[config.mk]
export PLATFORM = sky130hd
export DESIGN_NAME = c3_capture_stage
export DESIGN_NICKNAME = d
export VERILOG_FILES = /design/src/rtl/c3_capture_stage.sv
export SDC_FILE = /design/constraint.sdc
export NUM_CORES = 1
export LEC_CHECK = 0
export CAP_MARGIN = 10
export CORE_ASPECT_RATIO = 1.1
export CORE_MARGIN = 2
export CORE_UTILIZATION = 35
export CTS_CLUSTER_SIZE = 16
export DETAILED_ROUTE_END_ITERATION = 10
export SLEW_MARGIN = 5
export SYNTH_ARGS = -nofsm -noshare
export SYNTH_HDL_FRONTEND = slang
export SYNTH_SLANG_ARGS = --single-unit
[constraint.sdc]
create_clock -name tau2015_clk -period 3.2 [get_ports tau2015_clk]
set_input_delay 0.32 -clock tau2015_clk [delete_from_list [all_inputs] [get_ports tau2015_clk]]
set_output_delay 0.32 -clock tau2015_clk [all_outputs]
set_load 0.05 [all_outputs]
[src/rtl/c3_capture_stage.sv]
// c3_capture_stage: registered capture of the c3 combinational outputs
// {nx33,nx44,nx12}, buffered in a first-word-fall-through FIFO and handed
// downstream over valid/ready. Samples that arrive while the FIFO is full
// and not draining are dropped and counted.
module c3_capture_stage #(
    parameter int DEPTH = 4,
    parameter int CNT_W = 8
) (
    input  logic                     tau2015_clk,
    input  logic                     rst,
    input  logic                     in_valid,
    input  logic                     nx33,
    input  logic                     nx44,
    input  logic                     nx12,
    input  logic                     clr_ovf,
    input  logic                     out_ready,
    output logic                     out_valid,
    output logic [2:0]               out_data,
    output logic [$clog2(DEPTH):0]   fifo_count,
    output logic                     overflow,
    output logic [CNT_W-1:0]         drop_cnt
);

    localparam int PTR_W = $clog2(DEPTH);
    localparam logic [PTR_W:0]   FULL_CNT = (PTR_W + 1)'(DEPTH);
    localparam logic [PTR_W:0]   CNT_ONE  = (PTR_W + 1)'(1);
    localparam logic [PTR_W-1:0] PTR_ONE  = PTR_W'(1);

    // Increment that sticks at all-ones instead of wrapping.
    function automatic logic [CNT_W-1:0] sat_inc(input logic [CNT_W-1:0] v);
        return (&v) ? v : v + CNT_W'(1);
    endfunction

    logic             vld_p1;
    logic [2:0]       cap_data_p1;
    logic [2:0]       mem_p2 [DEPTH];
    logic [PTR_W-1:0] wr_ptr_p2;
    logic [PTR_W-1:0] rd_ptr_p2;
    logic             full;
    logic             pop;
    logic             push;
    logic             drop;

    assign full = (fifo_count == FULL_CNT);
    assign pop  = out_valid & out_ready;
    // A pop in the same cycle frees the slot, so a full FIFO can still accept.
    assign push = vld_p1 & (~full | pop);
    assign drop = vld_p1 & full & ~pop;

    // ---- Stage 1: capture the c3 outputs every edge, no backpressure ----
    // Capture register loads unconditionally; valid follows in_valid.
    always_ff @(posedge tau2015_clk or posedge rst) begin
        if (rst) begin
            vld_p1      <= 1'b0;
            cap_data_p1 <= 3'b000;
        end else begin
            vld_p1      <= in_valid;
            cap_data_p1 <= {nx33, nx44, nx12};
        end
    end

    // ---- Stage 2: FIFO storage, pointers and occupancy ----
    // Storage array is data only; occupancy decides what is visible.
    always_ff @(posedge tau2015_clk) begin
        if (push) begin
            mem_p2[wr_ptr_p2] <= cap_data_p1;
        end
    end

    // Pointers wrap naturally modulo DEPTH; count tracks push/pop balance.
    always_ff @(posedge tau2015_clk or posedge rst) begin
        if (rst) begin
            wr_ptr_p2  <= '0;
            rd_ptr_p2  <= '0;
            fifo_count <= '0;
        end else begin
            if (push) wr_ptr_p2 <= wr_ptr_p2 + PTR_ONE;
            if (pop)  rd_ptr_p2 <= rd_ptr_p2 + PTR_ONE;
            case ({push, pop})
                2'b10:   fifo_count <= fifo_count + CNT_ONE;
                2'b01:   fifo_count <= fifo_count - CNT_ONE;
                default: fifo_count <= fifo_count;
            endcase
        end
    end

    // Sticky overflow and saturating drop counter; a same-cycle drop survives a clear.
    always_ff @(posedge tau2015_clk or posedge rst) begin
        if (rst) begin
            overflow <= 1'b0;
            drop_cnt <= '0;
        end else if (clr_ovf) begin
            overflow <= drop;
            drop_cnt <= drop ? CNT_W'(1) : '0;
        end else if (drop) begin
            overflow <= 1'b1;
            drop_cnt <= sat_inc(drop_cnt);
        end
    end

    // Fall-through read port: oldest entry shown, zero when empty.
    assign out_valid = (fifo_count != '0);
    assign out_data  = out_valid ? mem_p2[rd_ptr_p2] : 3'b000;

endmodule
==> results of run 1 <==
==> layout make-up <==
cell class / instances / area [um^2]
Fill cell: 394 / 2170
Sequential cell: 32 / 861
Multi-Input combinational cell: 66 / 548
Timing Repair Buffer: 23 / 230
Clock buffer: 7 / 76.3
Tap cell: 52 / 65.1
Inverter: 11 / 41.3
Clock inverter: 1 / 5.00
==> power by group <==
| group | switching [mW] | total [mW] | internal (mW) |
|---|---|---|---|
| Combinational | 0.376 | 0.626 | 0.251 |
| Sequential | 0.0775 | 0.593 | 0.516 |
| Clock | 0.135 | 0.287 | 0.152 |
==> worst max-delay path, delay by kind of cell (launching register included) <==
family                 cells  cell delay (ps)
DFF                        1              490
buffers and inverters      1              690
muxes                      1              530
and+or+nand+nor            1              170
==> through the flow <==
stage	std cells	power, mW	util [%]
2_1_floorplan	112	1.05	-
3_3_place_gp	184	1.22	43.7
3_5_place_dp	184	1.24	43.7
4_1_cts	192	1.53	45.7
5_1_grt	192	1.61	45.7
6_report	192	1.51	45.7
==> metal layers <==
metal | GRT usage, % | part of all wire (%)
met1 | 17.0 | 45
met2 | 21.0 | 49
met3 | 4.87 | 4.6
met4 | 5.56 | 2.0
met5 | 0 | 0
==> cell families after synthesis <==
logic type / after synthesis / synth area share, %
simple gates: 33 / 14.6
flops: 32 / 58.9
compound gates: 14 / 6.07
buf+inv: 14 / 3.68
fa+ha+maj: 7 / 6.50
xor+xnor: 6 / 3.59
mux: 6 / 6.67
==> layout by cell type, fill, tap and decap left out, drive strengths merged, types with 3 or more instances in the layout <==
cell type,instances
o21ai,3
nand3,4
ha,6
nor2,6
and3,6
and2,4
nand2,4
a21oi,4
xnor2,3
clkdlybuf4s50,23
edfxtp,12
mux4,3
inv,11
xor2,3
mux2i,3
clkbuf,7
dfrtp,20
==> state kept, by name (all words and copies together), names as in the netlist <==
register,count
mem_p2,12
drop_cnt,8
cap_data_p1,3
fifo_count,3
rd_ptr_p2,2
wr_ptr_p2,2
overflow,1
vld_p1,1
==> worst max-delay path by stage <==
stage	from	end	cells after the start
final	rd_ptr_p2[0]	out_data[1]	3
after global routing	rd_ptr_p2[0]	out_data[1]	3
after CTS	rd_ptr_p2[0]	out_data[1]	3
after detailed placement	out_ready	fifo_count[2]	10
after global placement	out_ready	fifo_count[2]	10
after floorplan	fifo_count[0]	fifo_count[2]	8
==> impl_metrics.env, run 1 <==
export IMPL_r2r_end="fifo_count[2]"
export IMPL_tightest_slew_ps=782
export IMPL_drtIter0Drc=35
export IMPL_setup_viol=0
export IMPL_ys_ff_latch=32
export IMPL_dpl_cell_area_um2=1750
export IMPL_cts_resized=0
export IMPL_cellLeakagePower_nw=0.765
export IMPL_h_tree_depth=2
export IMPL_avgRoutedWirePerCell_um=13.9
export IMPL_r2r_setup_slack_ps=1030
export IMPL_layout_min_cycle_time_ps=2480
export IMPL_grt_overflow=0
export IMPL_synthDistinctLibCells=31
export IMPL_clk_path_buf_depth=2
export IMPL_grt_pass1_vias=978
export IMPL_grt_pass1_wl_um=4690
export IMPL_io_pins=24
export IMPL_cp_data_required_time_ps=2880
export IMPL_synth_area_um2=1460
export IMPL_synth_top_area_share_pct=34.2
export IMPL_diodes=0
export IMPL_hold_ws_ps=482
export IMPL_r2r_worst_path_cells=9
export IMPL_cts_root_buf="clkbuf_8"
export IMPL_setup_ws_ps=723
export IMPL_clk_latency_ps=280
export IMPL_hp_class="input pin to flop"
export IMPL_num_vias=951
export IMPL_fin_crit_sh_pct=77.4
export IMPL_synth_edf_count=12
export IMPL_maxSlewViolCount=0
export IMPL_vias_per_cell=4.95
export IMPL_nNetsFinal=154
export IMPL_core_um2=3990
export IMPL_fmax_mhz=404
export IMPL_synth_avg_cell_area_um2=13.1
export IMPL_async_flop_share_pct=62.5
export IMPL_io_buffers=23
export IMPL_yosys_area_top_type="dfrtp_1"
export IMPL_setup_tns_final_ps=0
export IMPL_rsz0062_at_grt="no"
export IMPL_min_to="vld_p1"
export IMPL_endpoint_kind="output port"
export IMPL_antenna_found_initial=0
export IMPL_synthFlopType="dfrtp_1"
export IMPL_synth_common_cells="dfrtp_1 (20), edfxtp_1 (12), inv_1 (11)"
export IMPL_min_path_cells=1
export IMPL_holdBufCountCts=0
export IMPL_grt_max_degree=21
export IMPL_initial_core_util_pct=36.6
export IMPL_status="finished clean"
export IMPL_routabilityCongestion=0.782
export IMPL_drt_wl_total_um=2660
export IMPL_vdd_ir_drop_max_uv=375
export IMPL_cts_tree="done"
export IMPL_cp_start_kind="flop"
export IMPL_hpwlAfterDp_um=1980
export IMPL_slew_headroom_pct=47.8
export IMPL_syn_to_final_growth_pct=24.9
export IMPL_path_cells="mux4_2 > and2_1 > clkdlybuf4s50_1"
export IMPL_yosys_top_cells_area="dfrtp_1 (34%), edfxtp_1 (25%), ha_1 (5.1%)"
export IMPL_final_area_um2=1830
export IMPL_dpl_worst_slack_ps=717
export IMPL_cpPeakStageDelay_ps=690
export IMPL_ant_nets=0
export IMPL_yosysWarnings=0
export IMPL_synth_fp_nets=127
export IMPL_skew_ps=5.33
export IMPL_cts_buffers=5
export IMPL_synth_most_common_cell="dfrtp_1"
export IMPL_clk_pin_slew_worst_paths_ps=60
export IMPL_drcViolationCount=0
export IMPL_postCtsSetupRepairBufs=0
export IMPL_crit_fanout=5
export IMPL_power_density_nw_per_um2=825
export IMPL_cts_sinks=32
export IMPL_hold_viol=0
export IMPL_ys_seq_area_share_pct=58.9
export IMPL_hold_path_startpoint="in_valid"
export IMPL_arrival_ps=2160
export IMPL_cap_viol_max_count=0
export IMPL_track_usage_pct=13.5
export IMPL_crit_slowest_cell="clkdlybuf4s50_1"
export IMPL_rows=24
export IMPL_drive_above_1_share_pct=8.57
export IMPL_die_area_um2=4710
export IMPL_criticalPathCategory="flop to output port"
export IMPL_die_w_um=65.6
export IMPL_r2r_start="fifo_count[0]"
export IMPL_syn_inst=112
export IMPL_first_pass_iters=4
export IMPL_die_h_um=71.8
Power figures use the tool's default switching activity.
==> run 2, diff against run 1 <==
==> constraint.sdc (replaced) <==
create_clock -name tau2015_clk -period 2.5 [get_ports tau2015_clk]
set_input_delay 0.25 -clock tau2015_clk [delete_from_list [all_inputs] [get_ports tau2015_clk]]
set_output_delay 0.25 -clock tau2015_clk [all_outputs]
set_load 0.05 [all_outputs]
==> run 2 against run 1 <==
Sequential cell count stayed put. Critical path depth stayed put. Clock-buffer cell count decreased by 2. Hold slack lost 89 ps. Utilization rose by 0.88 points. Clock skew rose by 2.7 ps. Critical path type unchanged. Highest routed layer unchanged.
==> impl_metrics.env, run 2 (same netlist as run 1, synthesis figures left out) <==
export IMPL_drcViolationCount=0
export IMPL_rows=24
export IMPL_hp_class="input pin to asynchronous set/reset pin"
export IMPL_clk_latency_ps=290
export IMPL_hpwlAfterDp_um=1910
export IMPL_dpl_cell_area_um2=1750
export IMPL_crit_fanout=5
export IMPL_grt_max_degree=21
export IMPL_total_power_mw=2.05
export IMPL_layout_min_cycle_time_ps=2410
export IMPL_die_area_um2=4710
export IMPL_syn_to_final_growth_pct=27.3
export IMPL_final_common_cell="clkdlybuf4s50_1"
export IMPL_endpoint_kind="output port"
export IMPL_finalNonFillerCells=192
export IMPL_cap_viol_max_count=0
export IMPL_initial_core_util_pct=36.6
export IMPL_cellLeakagePower_nw=0.778
export IMPL_nNetsFinal=154
export IMPL_clk_pin_slew_worst_paths_ps=70
export IMPL_num_vias=949
export IMPL_top_regs="mem_p2: 12 flops, drop_cnt: 8 flops"
export IMPL_cts_sinks=32
export IMPL_criticalPathCategory="flop to output port"
export IMPL_h_tree_depth=2
export IMPL_avgRoutedWirePerCell_um=13.4
export IMPL_setup_ws_ps=92.2
export IMPL_antenna_found_initial=0
export IMPL_power_density_nw_per_um2=1100
export IMPL_dpl_worst_slack_ps=115
export IMPL_io_buffers=23
export IMPL_track_usage_pct=13.0
export IMPL_ant_nets=0
export IMPL_fin_crit_sh_pct=96.3
export IMPL_core_um2=3990
export IMPL_post_place_cells=184
export IMPL_fin_util_pct=46.6
export IMPL_final_cell_mix="clkdlybuf4s50_1 (23), dfrtp_1 (20), edfxtp_1 (12)"
export IMPL_hold_ws_ps=393
export IMPL_rsz0062_at_grt="no"
export IMPL_fmax_mhz=415
export IMPL_cp_start_kind="flop"
export IMPL_grt_overflow=0
export IMPL_largest_register="mem_p2"
export IMPL_vdd_ir_drop_max_uv=417
export IMPL_maxSlewViolCount=0
export IMPL_largest_reg_flops=12
export IMPL_cts_resized=0
export IMPL_final_area_um2=1860
export IMPL_cts_tree="done"
export IMPL_drive_above_1_share_pct=10.7
export IMPL_skew_ps=8.03
export IMPL_die_h_um=71.8
export IMPL_drtIter0Drc=20
export IMPL_cp_data_required_time_ps=2250
export IMPL_slew_headroom_pct=49.4
export IMPL_grt_pass1_vias=986
export IMPL_postCtsSetupRepairBufs=0
export IMPL_arrival_ps=2160
export IMPL_hold_viol=0
export IMPL_clk_path_buf_depth=2
export IMPL_diodes=0
export IMPL_cts_buffers=5
export IMPL_first_pass_iters=4
export IMPL_routabilityCongestion=0.728
export IMPL_status="finished clean"
export IMPL_vias_per_cell=4.94
export IMPL_tightest_slew_ps=759
export IMPL_grt_pass1_wl_um=4520
export IMPL_setup_viol=0
export IMPL_setup_tns_final_ps=0
export IMPL_io_pins=24
export IMPL_die_w_um=65.6
export IMPL_drt_wl_total_um=2560
export IMPL_cts_root_buf="clkbuf_8"
export IMPL_holdBufCountCts=0
## run 2: changes by cell type in the layout (fill, tap and decap cells not counted), sizes merged
cell,delta
clkbuf,-2
bufinv,+1
clkinvlp,+1
## run 2: cell type report
class	instances	area, um^2
multi-input combinational	66	553
clock buffer	5	68.8
sequential	32	861
timing repair buffer	23	230
tap	52	65.1
fill	372	2130
inverter	11	41.3
clock inverter	3	42.5
## run 2: final timing paths
path / cells past startpoint / slack, ps / end / startpoint
worst max register to register: 9 / 320 / fifo_count[2] / fifo_count[0]
max in group asynchronous: 2 / 1620 / rd_ptr_p2[1] / rst
min in group tau2015_clk: 1 / 400 / cap_data_p1[2] / nx33
worst min register to register: 1 / 490 / overflow / overflow
worst min-delay path: 2 / 390 / fifo_count[0] / rst
worst max-delay path: 3 / 90 / out_data[2] / rd_ptr_p2[0]
## run 2: critical path: stages, from the launching register on
cell             delay, ps
dfrtp_1                490
mux4_2                 530
and2_1                 160
clkdlybuf4s50_1        690
## run 2: report_power, final
part           switching, mW  total, mW  internal, mW
sequential             0.101      0.761         0.660
clock                  0.193      0.488         0.294
combinational          0.474      0.800         0.325
total                  0.769       2.05          1.28
## run 2: routing by layer
metal	part of all wire, %	global-route usage [%]	vias to the layer above	wire, um
li1	-	-	450	-
met1	41	15.0	474	1060
met2	54	21.8	20	1370
met3	3.0	3.77	5	77
met4	2.2	6.25	0	57
met5	0	0	-	0
